File: config.mk
export PLATFORM = sky130hd
export DESIGN_NAME = bus_arbiter
export DESIGN_NICKNAME = d
export VERILOG_FILES = /design/src/rtl/snoop_pkg.sv /design/src/rtl/rr_arbiter.sv /design/src/rtl/bus_arbiter.sv
export SDC_FILE = /design/constraint.sdc
export NUM_CORES = 1
export LEC_CHECK = 0
export BUFFER_PORTS_ARGS = -buffer_cell sky130_fd_sc_hd__buf_2
export CELL_PAD_IN_SITES_DETAIL_PLACEMENT = 1
export CELL_PAD_IN_SITES_GLOBAL_PLACEMENT = 1
export CORE_MARGIN = 5
export CORE_UTILIZATION = 32
export CTS_CLUSTER_DIAMETER = 200
export DETAILED_ROUTE_END_ITERATION = 8
export PLACE_DENSITY_LB_ADDON = 0.3
export SLEW_MARGIN = 0
export SYNTH_ARGS = -nofsm -noshare
export SYNTH_HDL_FRONTEND = slang
export SYNTH_SLANG_ARGS = --single-unit
File: constraint.sdc
create_clock -name clock -period 2.4 [get_ports clock]
set_input_delay 0.36 -clock clock [delete_from_list [all_inputs] [get_ports clock]]
set_output_delay 0.36 -clock clock [all_outputs]
set_load 0.02 [all_outputs]
File: src/rtl/snoop_pkg.sv
// Shared snoop-bus definitions: message field layout, op encodings, idle bus value
// and arbiter FSM states.
package snoop_pkg;

    localparam int OP_W     = 2;
    localparam int TAG_W    = 3;
    localparam int DATA_W   = 4;
    localparam int MSG_W    = 9;
    localparam int OP_LSB   = 7;
    localparam int TAG_LSB  = 4;
    localparam int DATA_LSB = 0;

    typedef enum logic [OP_W-1:0] {
        OP_READ_MISS  = 2'd0,
        OP_WRITE_BACK = 2'd1,
        OP_INVALIDATE = 2'd2,
        OP_NOP        = 2'd3
    } op_e;

    localparam logic [MSG_W-1:0] BUS_IDLE = 9'b11_000_0000;

    typedef enum logic [1:0] {
        ST_IDLE = 2'd0,
        ST_XFER = 2'd1,
        ST_DONE = 2'd2
    } state_e;

    function automatic logic [OP_W-1:0] msg_op(input logic [MSG_W-1:0] m);
        return m[OP_LSB +: OP_W];
    endfunction

endpackage

File: src/rtl/rr_arbiter.sv
// Combinational round-robin winner select: searches upward from i_last + 1,
// wrapping at NUM_CPU-1. With i_last tied to NUM_CPU-1 it becomes fixed priority.
module rr_arbiter #(
    parameter int NUM_CPU = 3,
    parameter int PTR_W   = $clog2(NUM_CPU)
) (
    input  logic [NUM_CPU-1:0] i_req,
    input  logic [PTR_W-1:0]   i_last,
    output logic [NUM_CPU-1:0] o_winner,
    output logic [PTR_W-1:0]   o_winner_idx
);

    // Walk the search order backwards so the earliest requester overwrites last.
    always_comb begin
        o_winner     = '0;
        o_winner_idx = '0;
        for (int k = NUM_CPU; k >= 1; k--) begin
            int sum;
            sum = int'(i_last) + k;
            if (sum >= NUM_CPU) begin
                sum = sum - NUM_CPU;
            end else begin
                sum = sum;
            end
            if (i_req[sum]) begin
                o_winner      = '0;
                o_winner[sum] = 1'b1;
                o_winner_idx  = PTR_W'(sum);
            end else begin
                o_winner     = o_winner;
                o_winner_idx = o_winner_idx;
            end
        end
    end

endmodule

File: src/rtl/bus_arbiter.sv
// Snoop-bus arbiter: IDLE -> XFER -> DONE transaction per grant, registered outputs.
// Define ARB_FIXED_PRIO_EN for fixed lowest-index priority instead of round-robin.
module bus_arbiter
    import snoop_pkg::*;
#(
    parameter int NUM_CPU = 3
) (
    input  logic                   clock,
    input  logic                   reset,
    input  logic [NUM_CPU-1:0]     req,
    input  logic [MSG_W*NUM_CPU-1:0] msg,
    output logic [NUM_CPU-1:0]     grant,
    output logic [MSG_W-1:0]       bus,
    input  logic [MSG_W-1:0]       mem_out,
    output logic [NUM_CPU-1:0]     done,
    output logic [DATA_W-1:0]      rdata
);

    localparam int PTR_W = $clog2(NUM_CPU);

    state_e               r_state;
    state_e               w_next_state;
    logic [NUM_CPU-1:0]   r_grant;
    logic [NUM_CPU-1:0]   w_grant_d;
    logic [MSG_W-1:0]     r_bus;
    logic [MSG_W-1:0]     w_bus_d;
    logic [NUM_CPU-1:0]   r_done;
    logic [NUM_CPU-1:0]   w_done_d;
    logic [DATA_W-1:0]    r_rdata;
    logic [DATA_W-1:0]    w_rdata_d;
    logic [NUM_CPU-1:0]   w_win;
    logic [PTR_W-1:0]     w_win_idx;
    logic [PTR_W-1:0]     w_last;
    logic [MSG_W-1:0]     w_sel_msg;
    logic                 w_unused_mem;

    assign w_unused_mem = ^mem_out[MSG_W-1:DATA_W];

`ifdef ARB_FIXED_PRIO_EN
    logic w_unused_idx;
    assign w_unused_idx = ^w_win_idx;
    assign w_last       = PTR_W'(NUM_CPU - 1);
`else
    logic [PTR_W-1:0] r_last;

    // Round-robin pointer advances to each new winner at grant time.
    always_ff @(posedge clock or posedge reset) begin
        if (reset) begin
            r_last <= PTR_W'(NUM_CPU - 1);
        end else if ((r_state == ST_IDLE) && (|req)) begin
            r_last <= w_win_idx;
        end else begin
            r_last <= r_last;
        end
    end
    assign w_last = r_last;
`endif

    rr_arbiter #(
        .NUM_CPU (NUM_CPU),
        .PTR_W   (PTR_W)
    ) u_rr_arbiter (
        .i_req        (req),
        .i_last       (w_last),
        .o_winner     (w_win),
        .o_winner_idx (w_win_idx)
    );

    // Mux the winning controller's message slice out of the packed msg vector.
    always_comb begin
        w_sel_msg = BUS_IDLE;
        for (int i = 0; i < NUM_CPU; i++) begin
            if (w_win[i]) begin
                w_sel_msg = msg[i*MSG_W +: MSG_W];
            end else begin
                w_sel_msg = w_sel_msg;
            end
        end
    end

    // State register.
    always_ff @(posedge clock or posedge reset) begin
        if (reset) begin
            r_state <= ST_IDLE;
        end else begin
            r_state <= w_next_state;
        end
    end

    // Next-state logic.
    always_comb begin
        w_next_state = ST_IDLE;
        case (r_state)
            ST_IDLE: begin
                if (|req) begin
                    w_next_state = ST_XFER;
                end else begin
                    w_next_state = ST_IDLE;
                end
            end
            ST_XFER: w_next_state = ST_DONE;
            ST_DONE: w_next_state = ST_IDLE;
            default: w_next_state = ST_IDLE;
        endcase
    end

    // Next output values; a no-op message is granted but keeps the bus idle.
    always_comb begin
        w_grant_d = r_grant;
        w_bus_d   = r_bus;
        w_done_d  = '0;
        w_rdata_d = r_rdata;
        case (r_state)
            ST_IDLE: begin
                if (|req) begin
                    w_grant_d = w_win;
                    w_bus_d   = (msg_op(w_sel_msg) == OP_NOP) ? BUS_IDLE : w_sel_msg;
                end else begin
                    w_grant_d = '0;
                    w_bus_d   = BUS_IDLE;
                end
            end
            ST_XFER: begin
                w_bus_d  = BUS_IDLE;
                w_done_d = r_grant;
                if (msg_op(r_bus) == OP_READ_MISS) begin
                    w_rdata_d = mem_out[DATA_W-1:0];
                end else begin
                    w_rdata_d = r_rdata;
                end
            end
            ST_DONE: begin
                w_grant_d = '0;
                w_bus_d   = BUS_IDLE;
            end
            default: begin
                w_grant_d = '0;
                w_bus_d   = BUS_IDLE;
            end
        endcase
    end

    // Output registers.
    always_ff @(posedge clock or posedge reset) begin
        if (reset) begin
            r_grant <= '0;
            r_bus   <= BUS_IDLE;
            r_done  <= '0;
            r_rdata <= '0;
        end else begin
            r_grant <= w_grant_d;
            r_bus   <= w_bus_d;
            r_done  <= w_done_d;
            r_rdata <= w_rdata_d;
        end
    end

    assign grant = r_grant;
    assign bus   = r_bus;
    assign done  = r_done;
    assign rdata = r_rdata;

endmodule

==> results.md <==
- The run finished, with violations left.
- The checks that failed: negative setup slack.
- CTS built an H-tree with a depth of 1.
- In this run, synthesis inferred 0 flip-flops with an integrated enable.
- The number of sinks driven by the clock tree is 23.
- In the routed design, unresolved DRC markers number 0.
- The count of inserted antenna diode cells is 0.
- The number of antenna violations at the first check in global routing is 0.
- In this run the worst hold path is classified as in2async.
- The area share of the leading cell type in the synthesized netlist is 0.3356.
- At the end of routability-driven placement, the weighted congestion stood at 0.8068.
- The relative area change from synthesis to final layout is 38.26%.
- After layout, the worst setup slack is -185.7 ps.
- The fmax is just under 0.4 GHz.
- TritonCTS created 3 clock buffers.
- The effective utilization at floorplan is 0.3356.
- The register area share after synthesis is 0.3884.
- The detail route stage leaves a number of antenna-violating nets equal to 0.
- The filler cells instantiated in the layout total 539.
- The library cell used as clock root buffer is clkbuf_8.
- The share of total power dissipated in the clock network is 0.089.
- The critical path start-end classification is reg2reg.
- VDD sags by at most 0.0004047 V.
- Summed over all cells, the static leakage comes to 0.9950 nW.
- Using the TritonRoute via totals, the vias-per-cell ratio works out to 5.152.
- The HPWL after detailed placement is 3668 um.
- During synthesis, Yosys emitted a total of 0 warnings.
- The die area is 0.006126 mm^2.
- In the finished design, the share of the clock period the worst path needs comes to 1.077.
- Synthesis produced a netlist with a net count of 186.
- The detailed router placed approximately 1.4k vias in this run.
- The final hold violation count is 0.
- The finished layout holds 264 standard cells, fillers aside.
- A synthesized cell averages between 10 and 15 um^2.
- During placement, the flow inserted port buffers numbering 54.
- The headroom to the max-slew limit is 0.4270.
- Of the cells placed in the final design, the portion with a size suffix greater than 1 is 0.5472.
- Measured along the x axis, the die boundary spans 78.27 um.
- At the pin with the least slew margin, the transition time is 858.5 ps.
- In the final routed layout, each cell accounts on average for 17.07 um.
- In the final design database the tool counted roughly 260 nets.
- In this run the power density over the cells is about 1300 mW/mm^2.
- The clock input transition at the sequential cells of the worst setup and hold paths is 90 ps.
- 60 I/O pins were placed.
- The number of unique standard cell types used by synthesis is 50.
- Counting tap cells, the placed design contains a total of 259 instances.
- The number of max-slew violations in the final report was 0.
- The routed wire length is 4507 um.
- Summed over all failing endpoints, the final setup total negative slack is -1137 ps.
- The starting DRC count in detailed routing is 69.
- The count of state elements after synthesis is 23.
- The worst setup path is launched from a flop.
- Row generation in the floorplan step produced 24 rows.
- Ranked by total cell area, the synthesized netlist is headed by dfrtp_1 34%, and2_1 5.5%, dfstp_2 5.3%.
- In the synthesized netlist, the number of instances is 140.
- The first global-routing pass estimated 7369 um of wire.
- The total congestion overflow after global routing is 0.
- The share of total power dissipated in combinational logic is 0.701.
- The largest buffer count on any clock path is 2.
- The clock period minus final worst setup slack is around 2600 ps.
- The total setup violations reported at the end of the flow is 9.
- Of all flip-flops after synthesis, the portion carrying an async set or reset was 1.000.
- At the worst endpoint, the required time is 2560 ps.
- TritonCTS built the clock tree.
- Setup repair after global routing could not meet its margin everywhere.
- Of all nets on the critical path, the largest fanout is 13.
- Cell internal power was estimated by the tool at around 1.5 mW.
- Measured along the y axis, the die boundary spans about 80 um.
- The first TritonRoute pass finished after 4 iterations.
- The worst endpoint data arrival time is 2740 ps.
- For this run, the total global-route usage over all layers was measured as 0.1500.
- The share of total power dissipated in sequential elements is 0.210.
- Entering global routing, the biggest net connects 24 pins.
- Max-cap violations in this run came to 0.
- The cell type with the largest total area after synthesis is dfrtp_1.
- The post-route core utilization is 0.4640.
- The synthesized area is ~0.0015 mm^2.
- On the final layout, the worst clock skew is 6.642 ps.
- The via count of the first global-routing pass is 1,508.
- Clock latency on the worst-skew pair, taken at its later pin, is 270 ps.
- The most used flip-flop cell after synthesis is dfrtp_1.
- The reported net switching power is 1.249 mW.
- The endpoint kind of the worst setup timing path is a flop.
- Of the total power, the share spent switching nets is 0.4487.
- The core region is 0.004444 mm^2.
-- critical path, stage by stage (launching register included) --
cell and delay, ps:
dfstp_2 560, inv_2 70, ha_4 360, nor2b_1 90, a211o_1 280, a41oi_2 240
and2_2 250, buf_4 160, o2bb2ai_1 70, a22o_1 230, and2_1 160
-- synth_stat cells (2+ instances only) --
library cell,count
or3_1,3
a21oi_1,6
o2bb2ai_1,7
o21ai_0,10
mux2_2,4
a22o_1,7
and2_1,13
buf_2,4
nor2b_1,3
nor4_4,2
ha_1,5
a211oi_2,2
nor3_1,2
buf_4,2
a21o_1,2
dfrtp_1,20
nor2_1,3
inv_1,5
dfstp_2,3
buf_6,2
nand2_1,6
-- final timing paths --
check | from | to | slack [ps] | cells past startpoint
worst max register to register | r_last[1] | bus[0] | -190 | 10
worst min-delay path | reset | r_state[0] | 250 | 2
worst min register to register | rdata[1] | rdata[1] | 510 | 1
min in group clock | mem_out[3] | rdata[3] | 320 | 2
max in group asynchronous | reset | r_last[0] | 1570 | 2
worst max-delay path | r_last[1] | bus[0] | -190 | 10
-- layout by cell type (no fill, tap or decap), drive strengths merged, types with 2 or more instances in the layout --
| cell | instances |
|---|---|
| a211oi | 3 |
| o2bb2ai | 7 |
| nor3b | 2 |
| dfstp | 3 |
| nor2b | 4 |
| nor3 | 2 |
| a21o | 2 |
| buf | 77 |
| dfrtp | 20 |
| a21oi | 8 |
| clkbuf | 3 |
| or3 | 3 |
| ha | 5 |
| inv | 6 |
| a22o | 7 |
| o21ai | 10 |
| and2 | 14 |
| nand2 | 6 |
| nor2 | 4 |
| nor4 | 2 |
| mux2 | 5 |
-- routing by layer --
| metal | routed length, um | share of wire | up-vias | GRT usage |
|---|---|---|---|---|
| met5 | 0 | 0 | - | 0 |
| met4 | 23 | 0.0051 | 0 | 0.02448 |
| met3 | 270 | 0.060 | 4 | 0.03318 |
| met2 | 2377 | 0.53 | 46 | 0.2714 |
| met1 | 1836 | 0.41 | 650 | 0.1854 |
| li1 | - | - | 660 | - |
-- logic make-up after synthesis --
kind of cell,Yosys count,synth area share
flops,23,0.3884
compound gates,51,0.2785
fa+ha+maj,5,0.04195
mux,6,0.04698
simple gates,39,0.1821
xor+xnor,1,0.005874
buf+inv,15,0.05620
-- power groups by stage --
stage	clock [mW]	combinational (mW)	sequential (mW)
final	0.248	1.95	0.584
after global routing	0.271	2.12	0.596
after CTS	0.252	1.95	0.587
after detailed placement	0	1.91	0.595
after global placement	0	1.83	0.581
after floorplan	0	1.18	0.709
-- area by class of cell --
class | instances | area [um^2] | share of cell area
clock buffer | 3 | 41.29 | 0.02002
clock inverter | 1 | 5.005 | 0.002427
inverter | 6 | 22.52 | 0.01092
multi-input combinational | 102 | 904.6 | 0.4387
sequential | 23 | 580.6 | 0.2816
tap | 52 | 65.06 | 0.03155
timing repair buffer | 77 | 442.9 | 0.2148
-- timing repair --
| item | in CTS | in global routing |
|---|---|---|
| endpoints found under the setup margin | 9 | 9 |
| hold buffers | 0 | 0 |
| endpoints found under the hold margin | 0 | 0 |
| setup buffers | 1 | 0 |
| gates resized for setup | 1 | 3 |
| pin swaps | 3 | 1 |
-- sequential cells by signal, summed over array words and instances (netlist names) --
name	flops
bus	9
done	3
grant	3
r_last	2
r_state	2
rdata	4
-- per-stage QoR --
stage	total power, mW	cell area, um^2	setup WS [ps]	hold WS [ps]
5_1_grt	2.992	2062	-287.3	314.7
3_5_place_dp	2.504	1994	-211.9	493.2
4_1_cts	2.784	2049	-178.0	290.6
3_3_place_gp	2.412	1994	-145.1	482.8
2_1_floorplan	1.892	1562	-71.12	359.6
6_report	2.783	2062	-185.7	254.6
Power figures use the tool's default switching activity.
